**src/rtl/glyph_pkg.sv**
```systemverilog
// Shared types, geometry constants and candidate-code sequencing for the glyph matcher.
// Latency: n/a (package). Backpressure: n/a.
// Contents: GLYPH_W/H/PIX, state_t, next_t, is_mapped(), next_mapped(), first_mapped().
// Config macro: GLYPH_EXT_CODES_EN -- when defined, the search continues to 164 then 253 after the base range.
package glyph_pkg;

  localparam int GLYPH_W   = 5;
  localparam int GLYPH_H   = 8;
  localparam int GLYPH_PIX = GLYPH_W * GLYPH_H;

  typedef enum logic [1:0] {LOAD, SEARCH, DONE} state_t;

  typedef struct packed {
    logic       vld;   // 0 = no further candidate
    logic [7:0] code;
  } next_t;

  // Codes whose ROM entry is a real glyph. Excluded codes fall back to the
  // ROM's default period glyph and would otherwise shadow a genuine '.'.
  function automatic logic is_mapped(input logic [7:0] code);
    logic m;
    m = (code >= 8'd32) && (code <= 8'd127);
    case (code)
      8'd39, 8'd59, 8'd64,
      8'd91, 8'd92, 8'd93, 8'd94, 8'd95, 8'd96,
      8'd123, 8'd125: m = 1'b0;
      8'd164, 8'd253: m = 1'b1;
      default: ;
    endcase
    return m;
  endfunction

  // Next mapped code strictly above 'code'. The longest excluded run is six
  // codes (91..96), so an eight-step lookahead always reaches a mapped code.
  function automatic next_t next_mapped(input logic [7:0] code, input logic [7:0] last_code);
    next_t      r;
    logic [8:0] c;
    r = '0;
    for (int i = 1; i <= 8; i++) begin
      c = {1'b0, code} + 9'(i);
      if (!r.vld && (c <= {1'b0, last_code}) && is_mapped(c[7:0])) begin
        r.vld  = 1'b1;
        r.code = c[7:0];
      end
    end
`ifdef GLYPH_EXT_CODES_EN
    if (!r.vld) begin
      if (code < 8'd164) begin
        r.vld  = 1'b1;
        r.code = 8'd164;
      end else if (code < 8'd253) begin
        r.vld  = 1'b1;
        r.code = 8'd253;
      end
    end
`endif
    return r;
  endfunction

  function automatic logic [7:0] first_mapped(input logic [7:0] code, input logic [7:0] last_code);
    next_t n;
    n = next_mapped(code, last_code);
    return is_mapped(code) ? code : n.code;
  endfunction

endpackage

```
**src/rtl/glyph_matcher_if.sv**
```systemverilog
// Bundles the bitmap input stream, glyph ROM lookup and result stream of the glyph matcher.
// Latency: n/a (wiring only). Backpressure: in_valid/in_ready and res_valid/res_ready handshakes.
// Modports: master = matcher side, slave = environment (source, ROM, sink).
interface glyph_matcher_if;

  logic       in_valid;
  logic       in_ready;
  logic       in_pixel;
  logic [7:0] rom_select;
  logic [2:0] rom_x;
  logic [2:0] rom_y;
  logic       rom_pixel;
  logic       res_valid;
  logic       res_ready;
  logic [7:0] res_code;
  logic       res_found;

  modport master (
    input  in_valid, in_pixel, rom_pixel, res_ready,
    output in_ready, rom_select, rom_x, rom_y, res_valid, res_code, res_found
  );

  modport slave (
    output in_valid, in_pixel, rom_pixel, res_ready,
    input  in_ready, rom_select, rom_x, rom_y, res_valid, res_code, res_found
  );

endinterface

```
**src/rtl/glyph_capture.sv**
```systemverilog
// 40-bit bitmap store with a shared pixel index p and its (x, y) decomposition.
// Latency: write/advance take effect on the next edge; pix_out/p_last are combinational from p.
// Backpressure: none internally; the caller only asserts load_en/step when a pixel is to be consumed.
// Ports: clk, rst_n; clr (p,x,y -> 0, wins over advance); load_en (store pix_in at p and advance);
//        step (advance without storing); pix_in; pix_out = bitmap[p]; p_last = (p == 39); x, y.
module glyph_capture
  import glyph_pkg::*;
(
  input  logic       clk,
  input  logic       rst_n,
  input  logic       clr,
  input  logic       load_en,
  input  logic       step,
  input  logic       pix_in,
  output logic       pix_out,
  output logic       p_last,
  output logic [2:0] x,
  output logic [2:0] y
);

  logic [GLYPH_PIX-1:0] bitmap_q;
  logic [5:0]           p_q;
  logic [2:0]           x_q;
  logic [2:0]           y_q;

  // x/y run alongside p so the ROM coordinates never need a divide-by-5.
  always_ff @(posedge clk or negedge rst_n) begin
    if (!rst_n) begin
      bitmap_q <= '0;
      p_q      <= '0;
      x_q      <= '0;
      y_q      <= '0;
    end else begin
      if (load_en) begin
        bitmap_q[p_q] <= pix_in;
      end
      if (clr) begin
        p_q <= '0;
        x_q <= '0;
        y_q <= '0;
      end else if (load_en || step) begin
        p_q <= p_q + 6'd1;
        if (x_q == 3'(GLYPH_W - 1)) begin
          x_q <= '0;
          y_q <= y_q + 3'd1;
        end else begin
          x_q <= x_q + 3'd1;
        end
      end
    end
  end

  assign pix_out = bitmap_q[p_q];
  assign p_last  = (p_q == 6'(GLYPH_PIX - 1));
  assign x       = x_q;
  assign y       = y_q;

endmodule

```
**src/rtl/glyph_matcher.sv**
```systemverilog
// Finds the character code whose 5x8 ROM glyph equals a serially loaded bitmap (inverse glyph ROM).
// Latency: 40 load beats, then k+1 cycles per rejected candidate (k = first mismatching pixel), 40 for the hit.
// Backpressure: in_ready low outside LOAD; result held in DONE until res_ready; in_valid low stalls loading.
// Ports: clk, rst_n; bus (glyph_matcher_if.master): in_valid/in_ready/in_pixel bitmap stream,
//        rom_select/rom_x/rom_y -> external glyph ROM -> rom_pixel, res_valid/res_ready/res_code/res_found.
// Config macro: GLYPH_EXT_CODES_EN -- also tries codes 164 and 253 after LAST_CODE.
module glyph_matcher
  import glyph_pkg::*;
#(
  parameter logic [7:0] FIRST_CODE    = 8'd32,
  parameter logic [7:0] LAST_CODE     = 8'd127,
  parameter logic [7:0] NOTFOUND_CODE = 8'h00
) (
  input  logic            clk,
  input  logic            rst_n,
  glyph_matcher_if.master bus
);

  localparam logic [7:0] FIRST_MAPPED = first_mapped(FIRST_CODE, LAST_CODE);

  state_t     state_q;
  state_t     state_d;
  logic [7:0] cand_q;
  logic [7:0] res_code_q;
  logic       res_found_q;

  logic       cap_clr;
  logic       cap_load;
  logic       cap_step;
  logic       bit_p;
  logic       p_last;
  logic       match;
  next_t      nxt;

  glyph_capture u_capture (
    .clk     (clk),
    .rst_n   (rst_n),
    .clr     (cap_clr),
    .load_en (cap_load),
    .step    (cap_step),
    .pix_in  (bus.in_pixel),
    .pix_out (bit_p),
    .p_last  (p_last),
    .x       (bus.rom_x),
    .y       (bus.rom_y)
  );

  assign match = (bus.rom_pixel == bit_p);
  // Excluded codes are skipped here, so a candidate change never costs a cycle.
  assign nxt   = next_mapped(cand_q, LAST_CODE);

  // State register
  always_ff @(posedge clk or negedge rst_n) begin
    if (!rst_n) begin
      state_q <= LOAD;
    end else begin
      state_q <= state_d;
    end
  end

  // Next-state logic
  always_comb begin
    state_d = state_q;
    case (state_q)
      LOAD:   if (bus.in_valid && p_last) state_d = SEARCH;
      SEARCH: begin
        if (match && p_last)      state_d = DONE;
        else if (!match && !nxt.vld) state_d = DONE;
      end
      DONE:   if (bus.res_ready) state_d = LOAD;
      default: state_d = LOAD;
    endcase
  end

  // Outputs and capture control
  always_comb begin
    bus.in_ready  = (state_q == LOAD);
    bus.res_valid = (state_q == DONE);
    cap_load      = 1'b0;
    cap_step      = 1'b0;
    cap_clr       = 1'b0;
    case (state_q)
      LOAD: begin
        cap_load = bus.in_valid;
        cap_clr  = bus.in_valid && p_last;
      end
      SEARCH: begin
        cap_step = match && !p_last;
        // Restart at p=0 for the next candidate, and leave p=0 for DONE/LOAD.
        cap_clr  = !match || p_last;
      end
      default: ;
    endcase
  end

  // Candidate sequencing and result latch
  always_ff @(posedge clk or negedge rst_n) begin
    if (!rst_n) begin
      cand_q      <= FIRST_CODE;
      res_code_q  <= NOTFOUND_CODE;
      res_found_q <= 1'b0;
    end else begin
      case (state_q)
        LOAD: if (bus.in_valid && p_last) cand_q <= FIRST_MAPPED;
        SEARCH: begin
          if (match && p_last) begin
            res_code_q  <= cand_q;
            res_found_q <= 1'b1;
          end else if (!match) begin
            if (nxt.vld) begin
              cand_q <= nxt.code;
            end else begin
              res_code_q  <= NOTFOUND_CODE;
              res_found_q <= 1'b0;
            end
          end
        end
        DONE: if (bus.res_ready) cand_q <= FIRST_CODE;
        default: ;
      endcase
    end
  end

  assign bus.rom_select = cand_q;
  assign bus.res_code   = res_code_q;
  assign bus.res_found  = res_found_q;

endmodule

```
**src/flat_wrapper.sv**
```systemverilog
// flat-port wrapper written by rule: the top's interface ports become plain ports
module glyph_matcher_flat import glyph_pkg::*;
#(
  parameter logic [7:0] FIRST_CODE    = 8'd32,
  parameter logic [7:0] LAST_CODE     = 8'd127,
  parameter logic [7:0] NOTFOUND_CODE = 8'h00
)
  (clk, rst_n, bus_in_valid, bus_in_pixel, bus_rom_pixel, bus_res_ready, bus_in_ready, bus_rom_select, bus_rom_x, bus_rom_y, bus_res_valid, bus_res_code, bus_res_found);
  glyph_matcher_if bus_i ();
  input  logic clk;
  input  logic rst_n;
  input wire logic [$bits(bus_i.in_valid)-1:0] bus_in_valid;
  input wire logic [$bits(bus_i.in_pixel)-1:0] bus_in_pixel;
  input wire logic [$bits(bus_i.rom_pixel)-1:0] bus_rom_pixel;
  input wire logic [$bits(bus_i.res_ready)-1:0] bus_res_ready;
  output wire logic [$bits(bus_i.in_ready)-1:0] bus_in_ready;
  output wire logic [$bits(bus_i.rom_select)-1:0] bus_rom_select;
  output wire logic [$bits(bus_i.rom_x)-1:0] bus_rom_x;
  output wire logic [$bits(bus_i.rom_y)-1:0] bus_rom_y;
  output wire logic [$bits(bus_i.res_valid)-1:0] bus_res_valid;
  output wire logic [$bits(bus_i.res_code)-1:0] bus_res_code;
  output wire logic [$bits(bus_i.res_found)-1:0] bus_res_found;
  assign bus_i.in_valid = bus_in_valid;
  assign bus_i.in_pixel = bus_in_pixel;
  assign bus_i.rom_pixel = bus_rom_pixel;
  assign bus_i.res_ready = bus_res_ready;
  assign bus_in_ready = bus_i.in_ready;
  assign bus_rom_select = bus_i.rom_select;
  assign bus_rom_x = bus_i.rom_x;
  assign bus_rom_y = bus_i.rom_y;
  assign bus_res_valid = bus_i.res_valid;
  assign bus_res_code = bus_i.res_code;
  assign bus_res_found = bus_i.res_found;
  glyph_matcher #(.FIRST_CODE(FIRST_CODE), .LAST_CODE(LAST_CODE), .NOTFOUND_CODE(NOTFOUND_CODE)) u_core (.clk(clk), .rst_n(rst_n), .bus(bus_i));
endmodule
```
**config.mk**
```make
export PLATFORM = sky130hd
export DESIGN_NAME = glyph_matcher_flat
export DESIGN_NICKNAME = d
export VERILOG_FILES = /design/src/rtl/glyph_pkg.sv /design/src/rtl/glyph_matcher_if.sv /design/src/rtl/glyph_capture.sv /design/src/rtl/glyph_matcher.sv /design/src/flat_wrapper.sv
export SDC_FILE = /design/constraint.sdc
export NUM_CORES = 1
export LEC_CHECK = 0
export BUFFER_PORTS_ARGS = -buffer_cell sky130_fd_sc_hd__buf_2
export CAP_MARGIN = 20
export CORE_AREA = 2 2 122 124
export DETAILED_ROUTE_END_ITERATION = 10
export DIE_AREA = 0 0 124 126
export PLACE_DENSITY = 0.65
export SYNTH_ARGS = -nofsm -noshare
export SYNTH_HDL_FRONTEND = slang
export SYNTH_HIERARCHICAL = 1
export SYNTH_SLANG_ARGS = --single-unit
```
**constraint.sdc**
```tcl
create_clock -name clk -period 5.05 [get_ports clk]
set_input_delay 0.7575 -clock clk [delete_from_list [all_inputs] [get_ports clk]]
set_output_delay 0.7575 -clock clk [all_outputs]
set_load 0.01 [all_outputs]
```
==> run metrics, run 1 <==
Cell Pwr Density 595 nW/µm²; placer congestion estimate 0.996; Fmax achieved between 200 and 250 MHz; compound-cell area share of the yosys netlist 21.6%; post-synthesis sequential area ratio 28.2%; Initial Utilization 44.1%; WS Path Type flip-flop to flip-flop; Final Cycle Share 89.2%; CTS root buffer clkbuf_16; H-tree Lvls 3; row count between 40 and 50; largest net degree at the start of global routing 72; GRT overflow 0; die width 124 µm; IO Pins 31; ANT nets after route 0; CTS Sinks 71; postcts setup bufs 0; min-delay src u_core/u_capture/bitmap_q[13]; CTS tree yes; GRT Resource Usage Total 24.7%; vias in the first global route roughly 5,500; Mapped Avg Cell Area 8.87 µm²; Setup Skew 10.8 ps; port bufs 30; vias about 5,700; number of diodes 0; WP data required approximately 5300 ps; Max FO, Critical Path 15; R2R Path Start u_core/bus.rom_select[1]; Min Clock Period, post-route 4510 ps; gr busiest metal met2; critical path arrival 4770 ps; worst-skew pair later-pin latency between 300 and 400 ps; Netlist Area Pre-Place 6310 µm²; Hold-fix buffers, CTS 0; utilization after layout a little under half; Syn Nets 743; fillers ~1,400; initial antenna violation count 0; simple-gate share of the synthesized area 23.0%; DRC 0; post_cts resized 0; mux share of post-synthesis cell area 10.8%; CORE AREA 14,300 µm²; Synth cell types between 90 and 100; CTS buffer count 9; wire per inst 20.8 µm; Yosys warning total 6; run status finished, final reports clean; DPL Wire Length 13.3 mm; HP Class flip-flop to flip-flop; max_cap viols 0; number of synthesized flops with an enable pin 0; Hold WS 501 ps; Die Footprint roughly 16,000 µm²; Post-Route WL 18.8 mm; WHS Path Cells 1; Post-Synth Adder-Cell Area 4.96%; Slew HR 36.2%; Leak 2.95 nW; Setup crit start kind flip-flop; Area Overhead vs Synth 8.42%; drt pass-1 iters 7; Worst Max-Slew Pin Slew 958 ps; Design Power 4.07 mW; Post-synth ARST share 100%; vias per inst 6.31; layout cells sized above 1 roughly a fifth; final setup vio count 0; Final Hold Fails 0; Setup crit end kind flip-flop; die span in y 126 µm; peak supply drop 0.308 mV; Worst Hold Path EP u_core/u_capture/bitmap_q[13]; clock transition at the registers of the reported paths 60 ps; largest family of logic cells by synthesized area simple AND/OR/NAND/NOR gates; clk buf depth 2; max-slew violation count 0; ys flop type dfrtp_1; routing usage on met1 33.2%; R2R cell count 12; Syn Inst Count between 700 and 800; met2 Usage GRT 40.3%; Critical R2R Capture u_core/bus.rom_select[5]; grt met3 use ~3%; Net count, final 745; #FFs+latches synth between 70 and 80; unrepaired setup endpoints after global routing no; initial DRC count approximately 570; setup tns final 0 ps; first-pass GRT wire length 30.0 mm; post-synthesis xor/xnor area fraction 5.83%; R2R Setup Slk about 540 ps
state kept, by name (all words and copies together), names as in the netlist:
name,count
u_core/u_capture/bitmap_q,40
u_core/bus.res_code,8
u_core/bus.rom_select,8
u_core/u_capture/p_q,6
u_core/u_capture/x,3
u_core/u_capture/y,3
u_core/state_q,2
u_core/bus.res_found,1
where the power goes:
| group | internal, mW | switching, mW | total, mW | leakage, nW |
|---|---|---|---|---|
| Clock | 0.490 | 0.268 | 0.758 | 0.173 |
| Sequential | 0.737 | 0.272 | 1.01 | 0.947 |
| Combinational | 0.892 | 1.41 | 2.30 | 1.83 |
cell usage in the layout, fill, tap and decap left out, types with 4 or more instances in the layout:
cell type	n
a211oi_1	8
a21o_1	5
a21oi_1	30
a22o_1	10
a22oi_1	8
a311oi_1	5
a31oi_1	5
and2_1	8
and3b_1	5
buf_2	29
buf_4	12
clkbuf_16	9
dfrtp_1	70
ha_1	25
inv_1	19
mux2_2	43
mux2i_1	17
nand2_1	64
nand2b_1	10
nand3_1	22
nand3b_1	11
nand4_1	12
nor2_1	66
nor2b_1	10
nor3_1	12
nor3b_1	4
nor4_1	6
o21a_1	6
o21ai_0	24
o221ai_1	4
o22ai_1	5
o31ai_1	6
o32ai_1	4
or2_2	4
or3_1	11
xnor2_1	20
xor2_1	22
cells in the mapped netlist, drive strengths merged, types with 8 or more instances:
library cell | number | area (µm²)
dfrtp | 70 | 1750
nand2 | 66 | 258
nor2 | 66 | 248
mux2 | 45 | 514
buf | 34 | 226
a21oi | 31 | 159
o21ai | 26 | 130
ha | 25 | 313
nand3 | 22 | 110
xor2 | 22 | 193
xnor2 | 20 | 175
inv | 19 | 71.3
mux2i | 17 | 170
clkbuf | 16 | 60.1
nor3 | 13 | 70.1
nand4 | 12 | 75.1
nand3b | 11 | 82.6
or3 | 11 | 68.8
a211oi | 10 | 85.1
a22o | 10 | 87.6
nand2b | 10 | 62.6
nor2b | 10 | 62.6
a22oi | 8 | 60.1
and2 | 8 | 50.1
o31ai | 8 | 87.6
critical path: stages (launching register included):
cell      delay (ps)
dfrtp_1          640
inv_1            270
ha_1             410
xnor2_1          740
a21oi_1          150
a311oi_1         300
or2_1            220
o22ai_2          110
and4bb_1         570
nor3b_2          360
a311oi_1         130
or3_1            360
a211oi_2         180
worst max path at each step:
stage	start	endpoint	slack, ps	cells after the start
5_1_grt	u_core/bus.rom_select[1]	u_core/bus.rom_select[5]	200	12
3_5_place_dp	u_core/bus.rom_select[1]	u_core/bus.rom_select[5]	620	12
2_1_floorplan	u_core/bus.rom_select[1]	u_core/bus.res_code[0]	1300	15
6_report	u_core/bus.rom_select[1]	u_core/bus.rom_select[5]	540	12
4_1_cts	u_core/bus.rom_select[1]	u_core/bus.rom_select[5]	590	12
3_3_place_gp	u_core/bus.rom_select[1]	u_core/bus.rom_select[5]	740	12
layout make-up:
class	instances	area, µm²	share of cell area (%)
repair buffers	41	235	3.44
clock inverters	7	128	1.86
inverters	19	71.3	1.04
clock buffers	9	225	3.29
flip-flops and latches	71	1780	26.0
multi-input cells	572	4180	61.0
well taps	184	230	3.36
per-stage QoR:
stage / cell area (µm²) / worst slack [ps] / std cells
2_1_floorplan: 6310 / 1300 / 712
3_3_place_gp: 6490 / 738 / 887
3_5_place_dp: 6490 / 621 / 887
4_1_cts: 6840 / 591 / 903
5_1_grt: 6840 / 199 / 903
6_report: 6840 / 543 / 903
layer usage:
layer / up-vias / wire length, µm
met1: 2786 / 7900
met5: - / 0
met2: 247 / 9070
met4: 0 / 659
li1: 2616 / -
met3: 50 / 1160
kinds of logic (layout without fill, tap and decap cells):
logic type / after synthesis / in the layout
AO/OA/AOI/OAI: 173 / 173
XOR/XNOR: 42 / 42
adder cells (fa/ha/maj): 25 / 25
buffers and inverters: 69 / 76
flip-flops: 71 / 71
multiplexers: 62 / 62
AND/OR/NAND/NOR: 270 / 270
No activity file was read; power rests on OpenSTA's default activity.
==> inputs of run 2 (changes only) <==
--- a/config.mk
+++ b/config.mk
@@ -10,7 +10,7 @@
 export CORE_AREA = 2 2 122 124
 export DETAILED_ROUTE_END_ITERATION = 10
 export DIE_AREA = 0 0 124 126
-export PLACE_DENSITY = 0.65
+export PLACE_DENSITY = 0.61
 export SYNTH_ARGS = -nofsm -noshare
 export SYNTH_HDL_FRONTEND = slang
 export SYNTH_HIERARCHICAL = 1
==> run 2 against run 1 <==
  * Core utilization is 0.15 points higher
  * Global-route usage is 0.22 points higher
  * Clock power is 5.1% lower
  * Via count is 1.3% lower
  * Setup slack better by 170 ps
  * Register-to-register slack better by 170 ps
  * Maximum frequency is 3.9% higher
  * Non-clock buffer count is 5 higher
  * Largest cell class unchanged
==> run metrics, run 2 (same netlist as run 1, synthesis figures left out) <==
run status finished, final reports clean; Area Overhead vs Synth 8.76%; Max FO, Critical Path 15 (unchanged); most frequent cells in the layout dfrtp_1 (70), nor2_1 (66), nand2_1 (64); row count 44 (unchanged); Non-Filler Instances 908 (+0.55%); max_cap viols 0 (unchanged); CTS tree yes; HP Class input pin to asynchronous set/reset pin; DRC 0 (unchanged); GRT Resource Usage Total 24.9% (+0.22 points); H-tree Lvls 3 (unchanged); Leak 2.96 nW (+0.43%); wire per inst 21.0 µm (+0.78%); Final Cycle Share 85.9% (-3.4 points); clk buf depth 2 (unchanged); CORE AREA 14,300 µm² (unchanged); Fmax achieved 231 MHz (+3.9%); worst-skew pair later-pin latency 330 ps (-20 ps); Largest stage delay, worst path 610 ps (-130 ps); crit path cell chain buf_4 -> ha_1 -> a21boi_0 -> nor4_1 -> a221o_1 -> a21oi_1 -> a21o_1 -> and4bb_1 -> nor3b_2 -> a311oi_1 -> or3_1 -> a211oi_2; R2R cell count 12 (unchanged); utilization after layout 48.0% (+0.15 points); first-pass GRT wire length 30.6 mm (+2.0%); die width 124 µm (unchanged); final setup vio count 0 (unchanged); Cell Pwr Density 589 nW/µm² (-0.90%); Slew HR 34.9% (-1.3 points); initial antenna violation count 0 (unchanged); critical path arrival 4590 ps (-180 ps); postcts setup bufs 0 (unchanged); Worst Max-Slew Pin Slew 970 ps (+12.6 ps); setup tns final 0 ps (unchanged); Post-Route WL 19.0 mm (+1.3%); Setup crit start kind flip-flop; largest net degree at the start of global routing 58 (-19%); ANT nets after route 0 (unchanged); R2R Setup Slk 710 ps (+170 ps); fillers 1,392 (+0.65%); Net count, final 750 (+0.67%); layout cells sized above 1 19.6% (+0.28 points); Critical R2R Capture u_core/bus.rom_select[5]; Setup crit end kind flip-flop; number of flip-flops in the largest register 40 (unchanged); Placed Cells incl. Taps 892 (+0.56%); Min Clock Period, post-route 4340 ps (-169 ps); peak supply drop 0.244 mV (-21%); Hold WS 332 ps (-170 ps); most common cell after layout, fill and taps aside dfrtp_1; Hold-fix buffers, CTS 0 (unchanged); vias per inst 6.19 (-1.9%); CTS root buffer clkbuf_16; CTS buffer count 9 (unchanged); CP max stage cell and4bb_1; R2R Path Start u_core/bus.rom_select[1]; max-slew violation count 0 (unchanged); WS Path Type flip-flop to flip-flop; CP bufs+invs 1 (unchanged); Biggest register u_core/u_capture/bitmap_q; initial DRC count 491 (-14%); Setup Skew 8.70 ps (-2.05 ps); CTS Sinks 71 (unchanged); Initial Utilization 44.1% (unchanged); Die Footprint 15,600 µm² (unchanged); unrepaired setup endpoints after global routing no; IO Pins 31 (unchanged); GRT overflow 0 (unchanged); port bufs 30 (unchanged); vias 5,624 (-1.3%); drt pass-1 iters 5 (-2); number of diodes 0 (unchanged); WP data required 5300 ps (-20 ps); die span in y 126 µm (unchanged); placer congestion estimate 0.994 (-0.24%); Crit path max-delay family simple AND/OR/NAND/NOR gates; DPL Wire Length 13.7 mm (+2.6%); post_cts resized 0 (unchanged); clock transition at the registers of the reported paths 60 ps (about the same); Final Hold Fails 0 (unchanged); vias in the first global route 5,520 (+0.11%)
## run 2: cell count changes in the layout (fill, tap and decap cells not counted), sizes merged
cell      before  now
buf           41   46
clkbuf         9   11
clkinvlp       0    1
inv           22   19
## run 2: worst register-to-register path, delay by kind of cell (launching register included)
family	cells	cell delay (ps)
AOI/OAI and AO/OA	6	1340
adders and majority gates	1	600
buffers and inverters	1	250
DFF	1	350
and+or+nand+nor	4	1730
## run 2: layout make-up
class	instances	area, µm²	area share (%)
Tap cell	184	230	3.35
Inverter	19	71.3	1.04
Clock buffer	11	233	3.39
Timing Repair Buffer	46	270	3.94
Clock inverter	5	106	1.55
Sequential cell	71	1780	25.9
Multi-Input combinational cell	572	4180	60.8
## run 2: worst max-delay path by stage
stage                             startpoint                  endpoint  depth (start not counted)
floorplan           u_core/bus.rom_select[1]    u_core/bus.res_code[0]                         15
detailed placement  u_core/bus.rom_select[0]  u_core/bus.rom_select[1]                         11
global route        u_core/bus.rom_select[1]  u_core/bus.rom_select[5]                         12
global placement    u_core/bus.rom_select[0]  u_core/bus.rom_select[5]                         11
CTS                 u_core/bus.rom_select[0]  u_core/bus.rom_select[1]                         11
finish              u_core/bus.rom_select[1]  u_core/bus.rom_select[5]                         12
## run 2: power by group
part           internal, mW  switching, mW
clock                 0.483          0.235
sequential            0.738          0.238
combinational         0.894           1.46
## run 2: routing by layer
layer	vias to the layer above	GRT usage (%)	part of all wire [%]
li1	2617	-	-
met1	2775	32.0	42
met2	173	41.2	50
met3	59	3.26	3.5
met4	0	12.1	4.3
met5	-	0	0
## run 2: stage by stage
| stage | worst slack, ps | instance area (µm²) | power, mW |
|---|---|---|---|
| global route | 476 | 6870 | 4.28 |
| floorplan | 1300 | 6310 | 2.69 |
| detailed placement | 905 | 6530 | 3.27 |
| CTS | 882 | 6870 | 4.01 |
| finish | 713 | 6870 | 4.05 |
| global placement | 800 | 6530 | 3.24 |
==> inputs of run 3 (changes only) <==
--- a/config.mk
+++ b/config.mk
@@ -5,11 +5,13 @@
 export SDC_FILE = /design/constraint.sdc
 export NUM_CORES = 1
 export LEC_CHECK = 0
+export ABC_AREA = 1
 export BUFFER_PORTS_ARGS = -buffer_cell sky130_fd_sc_hd__buf_2
 export CAP_MARGIN = 20
-export CORE_AREA = 2 2 122 124
+export CORE_AREA = 2 2 119 121
 export DETAILED_ROUTE_END_ITERATION = 10
-export DIE_AREA = 0 0 124 126
+export DIE_AREA = 0 0 121 123
+export GPL_TIMING_DRIVEN = 0
 export PLACE_DENSITY = 0.61
 export SYNTH_ARGS = -nofsm -noshare
 export SYNTH_HDL_FRONTEND = slang
==> run 3 against run 2 <==
  * Cell count is 25% higher
  * Sequential power is 8.3% lower
  * Core utilization increased by 1.1 points
  * Flip-flop and latch count stayed put
  * Non-clock buffer count is 15 higher
  * Clock power is 11% lower
  * Worst hold slack got worse by 61 ps
  * Critical path depth grew 7
  * Setup slack better by 320 ps
  * Global-route usage increased by 0.93 points
  * Maximum frequency increased by 8.1%
  * Register-to-register slack improved by 320 ps
==> run metrics, run 3 <==
Leak 3.37 nW (+14%); Setup crit start kind flip-flop; CTS Sinks 71 (unchanged); max_cap viols 0 (unchanged); Cell Pwr Density 549 nW/µm² (-6.8%); CTS root buffer clkbuf_16; Min Clock Period, post-route 4010 ps (-324 ps); Critical R2R Capture u_core/bus.rom_select[0]; post-synthesis xor/xnor area fraction 3.62% (-2.2 points); IO Pins 31 (unchanged); HP Class input pin to asynchronous set/reset pin; Netlist Area Pre-Place 5970 µm² (-5.4%); ANT nets after route 0 (unchanged); final setup vio count 0 (unchanged); ys flop type dfrtp_1; vias per inst 5.40 (-13%); most frequent cells in the layout nand2_1 (249), nor2_1 (93), inv_1 (91); Slew HR 57.5% (+23 points); WP data required 5260 ps (-40 ps); Final Cycle Share 79.5% (-6.4 points); fin area 6670 µm² (-2.8%); R2R Path Start u_core/bus.rom_select[1]; unrepaired setup endpoints after global routing no; Max FO, Critical Path 9 (-6); number of diodes 0 (unchanged); drt pass-1 iters 6 (+1); Post-Synth Adder-Cell Area 5.24% (+0.28 points); Final Hold Fails 0 (unchanged); die width 121 µm (-2.4%); initial DRC count 606 (+23%); CTS tree yes; most common cell after layout, fill and taps aside nand2_1; mux share of post-synthesis cell area 0% (-11 points); R2R cell count 19 (+7); Hold-fix buffers, CTS 0 (unchanged); top post-synthesis cells by area dfrtp_1 (29%), nand2_1 (16%), nand3_1 (6.1%); number of flip-flops in the largest register 40 (unchanged); CTS buffer count 9 (unchanged); DPL Wire Length 13.7 mm (-0.22%); H-tree Lvls 3 (unchanged); fillers 1,407 (+1.1%); GRT overflow 0 (unchanged); largest net degree at the start of global routing 60 (+3.4%); #FFs+latches synth 71 (unchanged); Synth top area share 29.3% (+1.6 points); CORE AREA 13,600 µm² (-4.9%); run status finished, final reports clean; Yosys warning total 6 (unchanged); layout cells sized above 1 12.6% (-7.0 points); clock transition at the registers of the reported paths 60 ps (about the same); port bufs 30 (unchanged); max-slew violation count 0 (unchanged); peak supply drop 0.262 mV (+7.3%); wire per inst 16.1 µm (-23%); critical path arrival 4220 ps (-370 ps); number of synthesized flops with an enable pin 0 (unchanged); Net count, final 978 (+30%); postcts setup bufs 0 (unchanged); Post-synth ARST share 100% (unchanged); DRC 0 (unchanged); clk buf depth 2 (unchanged); setup tns final 0 ps (unchanged); Initial Utilization 43.9% (-0.22 points); Worst Max-Slew Pin Slew 633 ps (-337 ps); Biggest register u_core/u_capture/bitmap_q; GRT Resource Usage Total 25.9% (+0.93 points); R2R Setup Slk 1040 ps (+320 ps); Syn Inst Count 905 (+27%); Synth cell types 42 (-54%); compound-cell area share of the yosys netlist 14.7% (-6.9 points); Area Overhead vs Synth 11.7%; Placed Instance Area 6380 µm² (-2.3%); most common cell in the netlist nand2_1; area leader, netlist dfrtp_1; first-pass GRT wire length 30.0 mm (-1.7%); simple-gate share of the synthesized area 37.5% (+15 points); placer congestion estimate 0.989 (-0.54%); vias 6,102 (+8.5%); worst-skew pair later-pin latency 330 ps (about the same); WS Path Type flip-flop to flip-flop; row count 43 (-2.3%); Design Power 3.66 mW (-9.4%); Fmax achieved 249 MHz (+8.1%); vias in the first global route 5,627 (+1.9%); most common library cells after synthesis nand2_1 (249), nor2_1 (93), inv_1 (91); die span in y 123 µm (-2.4%); Die Footprint 14,900 µm² (-4.7%); largest family of logic cells by synthesized area simple AND/OR/NAND/NOR gates; post_cts resized 0 (unchanged); Setup crit end kind flip-flop; Post-Route WL 18.2 mm (-4.2%); Setup Skew 6.80 ps (-1.90 ps); post-synthesis sequential area ratio 29.8% (+1.6 points); initial antenna violation count 0 (unchanged); Syn Nets 936 (+26%); Mapped Avg Cell Area 6.60 µm² (-26%)
[run 3: cell count changes in the layout (fill, tap and decap cells not counted), sizes merged, moves of 11 or more]
| cell | previous run | this run |
|---|---|---|
| mux2i | 17 | 0 |
| a21oi | 31 | 62 |
| a31oi | 5 | 31 |
| o21ai | 26 | 51 |
| or3 | 11 | 0 |
| xnor2 | 20 | 2 |
| inv | 19 | 103 |
| nand2 | 66 | 255 |
| nand3 | 22 | 75 |
| mux2 | 45 | 0 |
| nand4 | 12 | 32 |
| nor2 | 66 | 106 |
[run 3: stage by stage]
step	hold slack, ps	util [%]	std cells	worst slack [ps]
2_1_floorplan	462	-	905	2080
3_3_place_gp	450	46.6	1115	1100
3_5_place_dp	456	46.9	1116	1130
4_1_cts	264	49.0	1131	1120
5_1_grt	267	49.0	1131	769
6_report	271	49.0	1131	1040
[run 3: cell type report]
type                    instances  area, µm²  area share, %
plain buffers                  30        163           2.44
clock buffers                  10        239           3.58
clock inverters                 5       56.3          0.844
inverters                     103        387           5.79
multi-input cells             701       3650           54.6
flip-flops and latches         71       1780           26.6
well taps                     180        225           3.37
repair buffers                 31        180           2.70
[run 3: critical path: stages (launching register included)]
cell	delay [ps]
dfrtp_1	580
buf_4	270
inv_1	230
ha_1	350
clkbuf_1	410
nand2_1	240
nor2_1	150
nand2_1	60
nor2_1	110
nor2_1	50
nand2_1	60
nor2_1	70
nand3_2	120
nand4_4	150
nor3_4	320
nand4_1	340
nand2_1	200
nor2_1	60
nand2_1	50
nand2_1	50
[run 3: per-layer routing]
layer	track usage, %	routed length [µm]	share of wire [%]	vias up
met5	0	0	0	-
met4	7.99	246	1.3	0
met3	3.23	1330	7.3	21
met2	37.3	7670	42	203
met1	39.9	9000	49	2804
li1	-	-	-	3074
[run 3: cell families (layout without fill, tap and decap cells)]
group | after synthesis | after routing
adder cells (fa/ha/maj) | 25 | 25
flip-flops | 71 | 71
AND/OR/NAND/NOR | 495 | 495
buffers and inverters | 133 | 179
XOR/XNOR | 23 | 23
AO/OA/AOI/OAI | 158 | 158
[run 3: how the worst max path moves through the flow]
stage / from / endpoint / slack [ps]
final: u_core/bus.rom_select[1] / u_core/bus.rom_select[0] / 1040
after global placement: u_core/bus.rom_select[2] / u_core/bus.rom_select[1] / 1100
after CTS: u_core/bus.rom_select[1] / u_core/bus.rom_select[0] / 1120
after floorplan: u_core/bus.rom_select[1] / u_core/bus.rom_select[1] / 2080
after global routing: u_core/bus.rom_select[2] / u_core/bus.res_code[0] / 770
after detailed placement: u_core/bus.rom_select[2] / u_core/bus.rom_select[1] / 1130
[run 3: power by group]
group / total [mW] / switching [mW] / internal, mW
registers: 0.895 / 0.131 / 0.764
logic: 2.13 / 1.49 / 0.640
clock network: 0.639 / 0.246 / 0.393
total: 3.66 / 1.87 / 1.80
